$ cat src/rtl/mem_access_stage.sv
// Memory access stage: req/ack data port, lane alignment, load extension.
// MEM_MISALIGN_TRAP_EN: trap misaligned accesses instead of force-aligning.
module mem_access_stage #(
  parameter int XLEN     = 64,
  parameter int MAX_WAIT = 255
) (
  input  logic            clk,
  input  logic            rst_n,
  input  logic            in_valid,
  input  logic            in_mem_read,
  input  logic            in_mem_write,
  input  logic [2:0]      in_funct3,
  input  logic [XLEN-1:0] in_alu_result,
  input  logic [XLEN-1:0] in_rs2,
  input  logic [4:0]      in_rd,
  input  logic            in_reg_write,
  output logic            stall,
  output logic            dmem_req,
  output logic            dmem_we,
  output logic [XLEN-1:0] dmem_addr,
  output logic [XLEN-1:0] dmem_wdata,
  output logic [7:0]      dmem_wstrb,
  input  logic [XLEN-1:0] dmem_rdata,
  input  logic            dmem_ack,
  output logic            wb_valid,
  output logic [XLEN-1:0] wb_data,
  output logic [4:0]      wb_rd,
  output logic            wb_reg_write,
  output logic            bus_err,
  output logic            misalign_exc
);

  typedef enum logic {IDLE, BUSY} state_t;

  localparam logic [7:0] WAIT_LAST = 8'(MAX_WAIT - 1);

  state_t          state, state_nxt;
  logic            is_mem;
  logic            accept;
  logic            go;
  logic            ack_hit;
  logic            tmo;
  logic [2:0]      size_mask;
  logic [7:0]      strb_base;
  logic [2:0]      off;
  logic [7:0]      wait_cnt;
  logic [2:0]      r_f3;
  logic [2:0]      r_off;
  logic [4:0]      r_rd;
  logic            r_rw;
  logic            r_load;
  logic [XLEN-1:0] lane;
  logic [XLEN-1:0] ld_data;
`ifdef MEM_MISALIGN_TRAP_EN
  logic            misal;
`endif

  // Accept/size decode, stall and next-state logic.
  always_comb begin
    state_nxt = state;
    size_mask = 3'b000;
    strb_base = 8'h00;
    is_mem    = in_mem_read | in_mem_write;
    accept    = (state == IDLE) & in_valid;
    unique case (1'b1)
      (in_funct3[1:0] == 2'b00): begin
        size_mask = 3'b000;
        strb_base = 8'h01;
      end
      (in_funct3[1:0] == 2'b01): begin
        size_mask = 3'b001;
        strb_base = 8'h03;
      end
      (in_funct3[1:0] == 2'b10): begin
        size_mask = 3'b011;
        strb_base = 8'h0F;
      end
      (in_funct3[1:0] == 2'b11): begin
        size_mask = 3'b111;
        strb_base = 8'hFF;
      end
    endcase
    off = in_alu_result[2:0] & ~size_mask;
`ifdef MEM_MISALIGN_TRAP_EN
    misal = |(in_alu_result[2:0] & size_mask);
    go    = accept & is_mem & ~misal;
    stall = (state == BUSY) |
            ((state == IDLE) & in_valid & is_mem & ~misal);
`else
    go    = accept & is_mem;
    stall = (state == BUSY) |
            ((state == IDLE) & in_valid & is_mem);
`endif
    ack_hit = (state == BUSY) & dmem_ack;
    tmo     = (state == BUSY) & ~dmem_ack &
              (wait_cnt == WAIT_LAST);
    unique case (state)
      IDLE: if (go) state_nxt = BUSY;
      BUSY: if (ack_hit | tmo) state_nxt = IDLE;
    endcase
  end

  // Select the addressed lane and extend it by funct3.
  always_comb begin
    lane    = dmem_rdata >> {r_off, 3'b000};
    ld_data = lane;
    unique case (r_f3)
      3'b000:  ld_data = {{(XLEN-8){lane[7]}}, lane[7:0]};
      3'b001:  ld_data = {{(XLEN-16){lane[15]}}, lane[15:0]};
      3'b010:  ld_data = {{(XLEN-32){lane[31]}}, lane[31:0]};
      3'b100:  ld_data = {{(XLEN-8){1'b0}}, lane[7:0]};
      3'b101:  ld_data = {{(XLEN-16){1'b0}}, lane[15:0]};
      3'b110:  ld_data = {{(XLEN-32){1'b0}}, lane[31:0]};
      default: ld_data = lane;
    endcase
  end

  // Request, timeout and writeback registers.
  always_ff @(posedge clk or negedge rst_n) begin
    if (!rst_n) begin
      state        <= IDLE;
      wait_cnt     <= '0;
      dmem_req     <= 1'b0;
      dmem_we      <= 1'b0;
      dmem_addr    <= '0;
      dmem_wdata   <= '0;
      dmem_wstrb   <= '0;
      r_f3         <= '0;
      r_off        <= '0;
      r_rd         <= '0;
      r_rw         <= 1'b0;
      r_load       <= 1'b0;
      wb_valid     <= 1'b0;
      wb_data      <= '0;
      wb_rd        <= '0;
      wb_reg_write <= 1'b0;
      bus_err      <= 1'b0;
`ifdef MEM_MISALIGN_TRAP_EN
      misalign_exc <= 1'b0;
`endif
    end else begin
      state    <= state_nxt;
      wb_valid <= 1'b0;
      bus_err  <= 1'b0;
`ifdef MEM_MISALIGN_TRAP_EN
      misalign_exc <= 1'b0;
`endif
      if (accept && !is_mem) begin
        wb_valid     <= 1'b1;
        wb_data      <= in_alu_result;
        wb_rd        <= in_rd;
        wb_reg_write <= in_reg_write;
      end
`ifdef MEM_MISALIGN_TRAP_EN
      if (accept && is_mem && misal) begin
        wb_valid     <= 1'b1;
        wb_data      <= '0;
        wb_rd        <= in_rd;
        wb_reg_write <= 1'b0;
        bus_err      <= 1'b1;
        misalign_exc <= 1'b1;
      end
`endif
      if (go) begin
        dmem_req   <= 1'b1;
        dmem_we    <= ~in_mem_read;
        dmem_addr  <= {in_alu_result[XLEN-1:3], 3'b000};
        dmem_wdata <= in_rs2 << {off, 3'b000};
        dmem_wstrb <= strb_base << off;
        r_f3       <= in_funct3;
        r_off      <= off;
        r_rd       <= in_rd;
        r_rw       <= in_reg_write;
        r_load     <= in_mem_read;
        wait_cnt   <= '0;
      end
      if (ack_hit) begin
        dmem_req     <= 1'b0;
        wb_valid     <= 1'b1;
        wb_rd        <= r_rd;
        wb_data      <= r_load ? ld_data : '0;
        wb_reg_write <= r_load & r_rw;
      end else if (tmo) begin
        dmem_req     <= 1'b0;
        wb_valid     <= 1'b1;
        wb_rd        <= r_rd;
        wb_data      <= '0;
        wb_reg_write <= 1'b0;
        bus_err      <= 1'b1;
      end else if (state == BUSY) begin
        wait_cnt <= wait_cnt + 8'd1;
      end
    end
  end

`ifndef MEM_MISALIGN_TRAP_EN
  assign misalign_exc = 1'b0;
`endif

endmodule

$ cat config.mk
export PLATFORM = sky130hd
export DESIGN_NAME = mem_access_stage
export DESIGN_NICKNAME = d
export VERILOG_FILES = /design/src/rtl/mem_access_stage.sv
export SDC_FILE = /design/constraint.sdc
export NUM_CORES = 1
export LEC_CHECK = 0
export CAP_MARGIN = 10
export CORE_AREA = 2 2 162 164
export DETAILED_ROUTE_END_ITERATION = 12
export DIE_AREA = 0 0 164 166
export GPL_TIMING_DRIVEN = 0
export PLACE_DENSITY = 0.87
export RECOVER_POWER = 50
export SYNTH_ARGS = -nofsm -noshare
export SYNTH_HDL_FRONTEND = slang
export SYNTH_SLANG_ARGS = --single-unit
$ cat constraint.sdc
create_clock -name clk -period 3.5 [get_ports clk]
set_input_delay 0.35 -clock clk [delete_from_list [all_inputs] [get_ports clk]]
set_output_delay 0.35 -clock clk [all_outputs]
set_load 0.1 [all_outputs]
; ---- Word-level counts from Yosys, hierarchy flattened
; Cells that the tools add are included.
; W data, S select, Z words.
[word_totals]
register_bits = 229
in_bits = 207
out_inout_bits = 212
[op_classes]
n_addsub = 1
n_eq_ne = 9
n_shift = 3
n_mux = 28
bitwise_logic = 14
n_reduce_logical = 6
[op_table]
columns = op, count
row1 = $pmux W64 S6, 1
row2 = $mux W64, 4
row3 = $shl A64 B6 Y64, 1
row4 = $shr A64 B6 Y64, 1
row5 = $mux W8, 4
row6 = $pmux W8 S4, 1
row7 = $mux W5, 3
row8 = $mux W1, 13
row9 = $pmux W3 S4, 1
row10 = $eq A3 B3 Y1 const B, 3
row11 = $add A8 B1 Y8 const B, 1
row12 = $eq A8 B8 Y1 const B, 1
row13 = $shl A8 B3 Y8, 1
row14 = $and A1 B1 Y1, 6
row15 = $reduce_bool A3 Y1, 2
row16 = $eq A2 B2 Y1 const B, 2
row17 = $and A3 B3 Y3, 1
row18 = $eq A3 B1 Y1 const B, 1
row19 = $eq A3 B2 Y1 const B, 1
row20 = $logic_not A3 Y1, 1
row21 = $not A1 Y1, 3
row22 = $not A3 Y3, 1
row23 = $or A1 B1 Y1, 3
row24 = $eq A2 B1 Y1 const B, 1
row25 = 4 further kinds, 4

; ---- Longest topological paths before layout
[depth]
ltp_word = 7
depth_mapped = 9
ltp_nobuf = 7

; ---- Worst setup path before layout
; OpenSTA, ideal clock, no wires.
[synth_timing]
path_type = flip-flop to output port
start = register state
end = output stall
arrival_time_ns = 2.049
required_time_ns = 3.150
path_slack_ns = 1.101
stages_incl_launch_ff = 7
path_cell_list = dfrtp_1 -> buf_2 -> nor2b_1 -> o21ai_1 -> clkbuf_1 -> clkbuf_1 -> nand2b_1
[synth_via]
elab_chain_cells = 4
[synth_rtl]
columns = element, line
row1 = start: declaration, 37  ; state_t state, state_nxt;
row2 = start signal: assignment, 142  ; state <= state_nxt;
row3 = $not A1 Y1, 92  ; ((state == IDLE) & in_valid & is_mem);
row4 = $and A1 B1 Y1 (2 in a row), 92
row5 = $or A1 B1 Y1 *, 91  ; stall = (state == BUSY) |
row6 = end: declaration, 17  ; output logic stall,
; Mark *: on every way between the ends. The rest lies on a longest branch, timed or not.

; ---- Worst setup path in the final report
; Same ends and word-level chain as after synthesis.

==> summary.md <==
| Metric | Value |
|---|---|
| Syn Area/Cell | `9.65 µm²` |
| GPL Wtd Cong | `1.04` |
| Fillers | `1891` |
| Max_cap viols | `1` |
| DIE AREA | `27200 µm²` |
| Gr usage total | `0.392` |
| FP Rows | `59` |
| Clock Skew | `0.00949 ns` |
| Post-synth top flop | `dfrtp_1` |
| Achievable Freq | `0.308 GHz` |
| Library cells used by synthesis | `49` |
| Clock Sinks | `229` |
| Crit start category | `register` |
| Routed WL | `54.6 mm` |
| Slew Viols, Final | `109` |
| Skew-Pair Late Insertion Delay | `0.53 ns` |
| Initial antenna violation count | `2` |
| Post-route design area | `18300 µm²` |
| First-pass GRT wire length | `80.1 mm` |
| Area occupied by multi-input gates | `6610 µm²` |
| RSZ-0062 raised after global routing | `no` |
| Area grow syn2layout | `42.2%` |
| Nets | `1991` |
| Mapped Area | `12900 µm²` |
| Endpoint class of the critical path | `primary output` |
| Status | `finished, violations left` |
| Tcrit/Tclk final | `0.928` |
| Finish-stage setup viols | `0` |
| Post-detail-place hpwl | `41.9 mm` |
| FF+latch area | `5730 µm²` |
| Synth async-reset ratio | `1.00` |
| Routed wire length per instance | `25.6 µm` |
| H-tree depth | `1` |
| Setup CP Type | `reg2out` |
| Register bit count reported by yosys | `229` |
| Failing checks | `max-capacitance violations, max-slew violations` |
| HP Class | `in2reg` |
| Core area | `25600 µm²` |
| TritonRoute pass-1 iters | `6` |
| CP Max Fanout | `10` |
| Initial core utilization | `0.502` |
| Largest net degree at the start of global routing | `122` |
| PortBufs | `414` |
| Final worst path period need | `3.25 ns` |
| Slew margin rel. | `-0.838` |
| CTS Buffer Depth | `3` |
| DRC errors left | `0` |
| WHS | `0.356 ns` |
| Placed cell areas | `17500 µm²` |
| Die H | `166 µm` |
| Synth warn | `0` |
| Worst slew pin tran | `2.76 ns` |
| Die width | `164 µm` |
| Via/cell ratio | `6.12` |
| Routed Antenna Nets | `0` |
| Req. time, crit path | `3.15 ns` |
| CTS buffer count | `26` |
| Seq/Total Area, Yosys | `0.445` |
| CTS root buffer | `clkbuf_16` |
| Layout cell share with drive strength beyond 1 | `0.104` |
| Setup bufs post-CTS | `0` |
| Boundary Pins | `419` |
| TNS Setup | `0 ns` |
| DR iter-0 viols | `1287` |
| Via count of the first global-routing pass | `13000` |
| Synth Instances | `1333` |
| Final hold vios | `0` |
| Reg clk slew, reported paths | `0.06 ns` |
| EDFF count, synth | `0` |
| Via Count | `13100` |
| Gr ovfl total | `0` |
| Worst path arrival time | `2.90 ns` |
| CTS tree | `yes` |
==> final cells by class <==
type                            count  share of cell area
Antenna cell                        2            0.000273
Buffer                            115              0.0271
Clock buffer                       37              0.0417
Clock inverter                      8             0.00267
Inverter                           11             0.00226
Multi-Input combinational cell    981               0.361
Sequential cell                   229               0.313
Tap cell                          335              0.0229
Timing Repair Buffer              418               0.229
==> layout by cell type (no fill, tap or decap), drive strengths merged, types with 3 or more instances in the layout <==
cell           instances
a221oi                 8
or3                   11
clkdlybuf4s50        339
nor2                  61
dlygate4sd3           74
and2                   4
o221ai                15
a22oi                 25
a222oi                 8
a21boi                 6
nand4                  3
nor3                   4
a21oi                 27
a22o                  26
clkinv                 5
o211ai                17
o22a                   3
dfrtp                229
nand3                 35
mux2i                 96
buf                   35
clkbuf               121
a21o                   5
mux2                  64
nand2b                14
o2bb2ai                8
conb                   4
o21a                   8
nand2                379
inv                   12
mux4                  46
o21ai                 45
o22ai                 37
or2                    4
a31oi                  5
==> state kept, by name, summed over array words and instances, names as in the netlist <==
signal,count
r_load,1
wb_reg_write,1
bus_err,1
dmem_we,1
dmem_wdata,64
dmem_req,1
dmem_addr,61
wait_cnt,8
wb_valid,1
r_rw,1
wb_rd,5
state,1
wb_data,64
r_f3,3
r_off,3
dmem_wstrb,8
r_rd,5
==> logic make-up after synthesis <==
kind of cell    count (synthesis)  synth area share
simple gates                  520             0.164
compound gates                249             0.135
flops                         229             0.445
mux                           206             0.211
buf+inv                       126            0.0420
fa+ha+maj                       2           0.00194
other cells                     1          0.000291
==> through the flow <==
| step | setup WS (ns) | utilization | cells |
|---|---|---|---|
| final | 0.253 | 0.714 | 2136 |
| after global routing | 0.0879 | 0.714 | 2136 |
| after CTS | 0.141 | 0.715 | 2134 |
| after detailed placement | -0.160 | 0.683 | 2088 |
| after global placement | -7.40 | 0.681 | 2085 |
| after floorplan | 1.10 | - | 1336 |
==> final timing paths <==
path / end / depth (start not counted) / slack (ns) / start
setup / recovery: stall / 7 / 0.25 / state$_DFF_PN0_
hold / removal: r_f3[2]$_DFFE_PN0P_ / 3 / 0.36 / in_funct3[2]
setup reg to reg: dmem_wdata[1]$_DFFE_PN0P_ / 6 / 0.47 / state$_DFF_PN0_
hold reg to reg: dmem_addr[58]$_DFFE_PN0P_ / 2 / 0.47 / dmem_addr[58]$_DFFE_PN0P_
max in group asynchronous: wb_data[42]$_DFFE_PN0P_ / 3 / 0.61 / rst_n
min in group asynchronous: dmem_wdata[2]$_DFFE_PN0P_ / 2 / 1.22 / rst_n
==> what timing repair did <==
item | 4_1_cts | 5_1_grt
hold buffers | 1 | 0
endpoints found under the setup margin | 1 | 1
hold endpoints to repair | 108 | 0
gates resized for setup | 3 | 3
==> synthesized netlist by cell type (2+ instances only) <==
cell,number,area share
dfrtp_1,229,0.45
o21a_1,8,0.0047
nand2b_1,14,0.0068
mux4_2,46,0.081
nand2_1,379,0.11
mux2i_1,96,0.075
a22o_1,26,0.018
a31oi_1,5,0.0024
o21ai_1,2,0.00078
buf_4,9,0.0052
o21ai_0,43,0.017
buf_1,6,0.0017
o211ai_1,17,0.0099
o22ai_1,37,0.018
nor3_1,4,0.0016
mux2_2,64,0.056
o221ai_1,15,0.010
a21o_1,5,0.0029
a22oi_1,25,0.015
nor2_1,60,0.018
a221oi_1,8,0.0054
o22a_1,3,0.0020
a21boi_0,5,0.0029
inv_1,11,0.0032
and2_1,4,0.0019
ha_1,2,0.0019
buf_2,21,0.0082
nand3_1,35,0.014
or3_1,11,0.0053
a21oi_1,27,0.011
o2bb2ai_1,8,0.0054
clkbuf_1,78,0.023
a222oi_1,8,0.0062
or2_2,4,0.0019
a2bb2oi_1,2,0.0014
nand4_1,3,0.0015
==> worst max-delay path, cell delays in order, from the launching register on <==
cell,delay (ns)
dfrtp_1,0.39
buf_2,0.18
nor2b_1,0.34
o21ai_1,0.22
clkbuf_1,0.26
clkbuf_2,0.29
nand2b_1,0.14
clkdlybuf4s18_2,0.54
==> routing by layer <==
| layer | wire [µm] | part of all wire | vias to the layer above | track usage |
|---|---|---|---|---|
| met5 | 0 | 0 | - | 0 |
| met4 | 2790 | 0.051 | 0 | 0.186 |
| met3 | 5520 | 0.10 | 156 | 0.0862 |
| met2 | 26800 | 0.49 | 865 | 0.665 |
| met1 | 19500 | 0.36 | 6398 | 0.471 |
| li1 | - | - | 5650 | - |
Power is left out: the tool's default activity adds up to more than one toggle a clock period on the data nets, which glitch-free logic cannot reach.
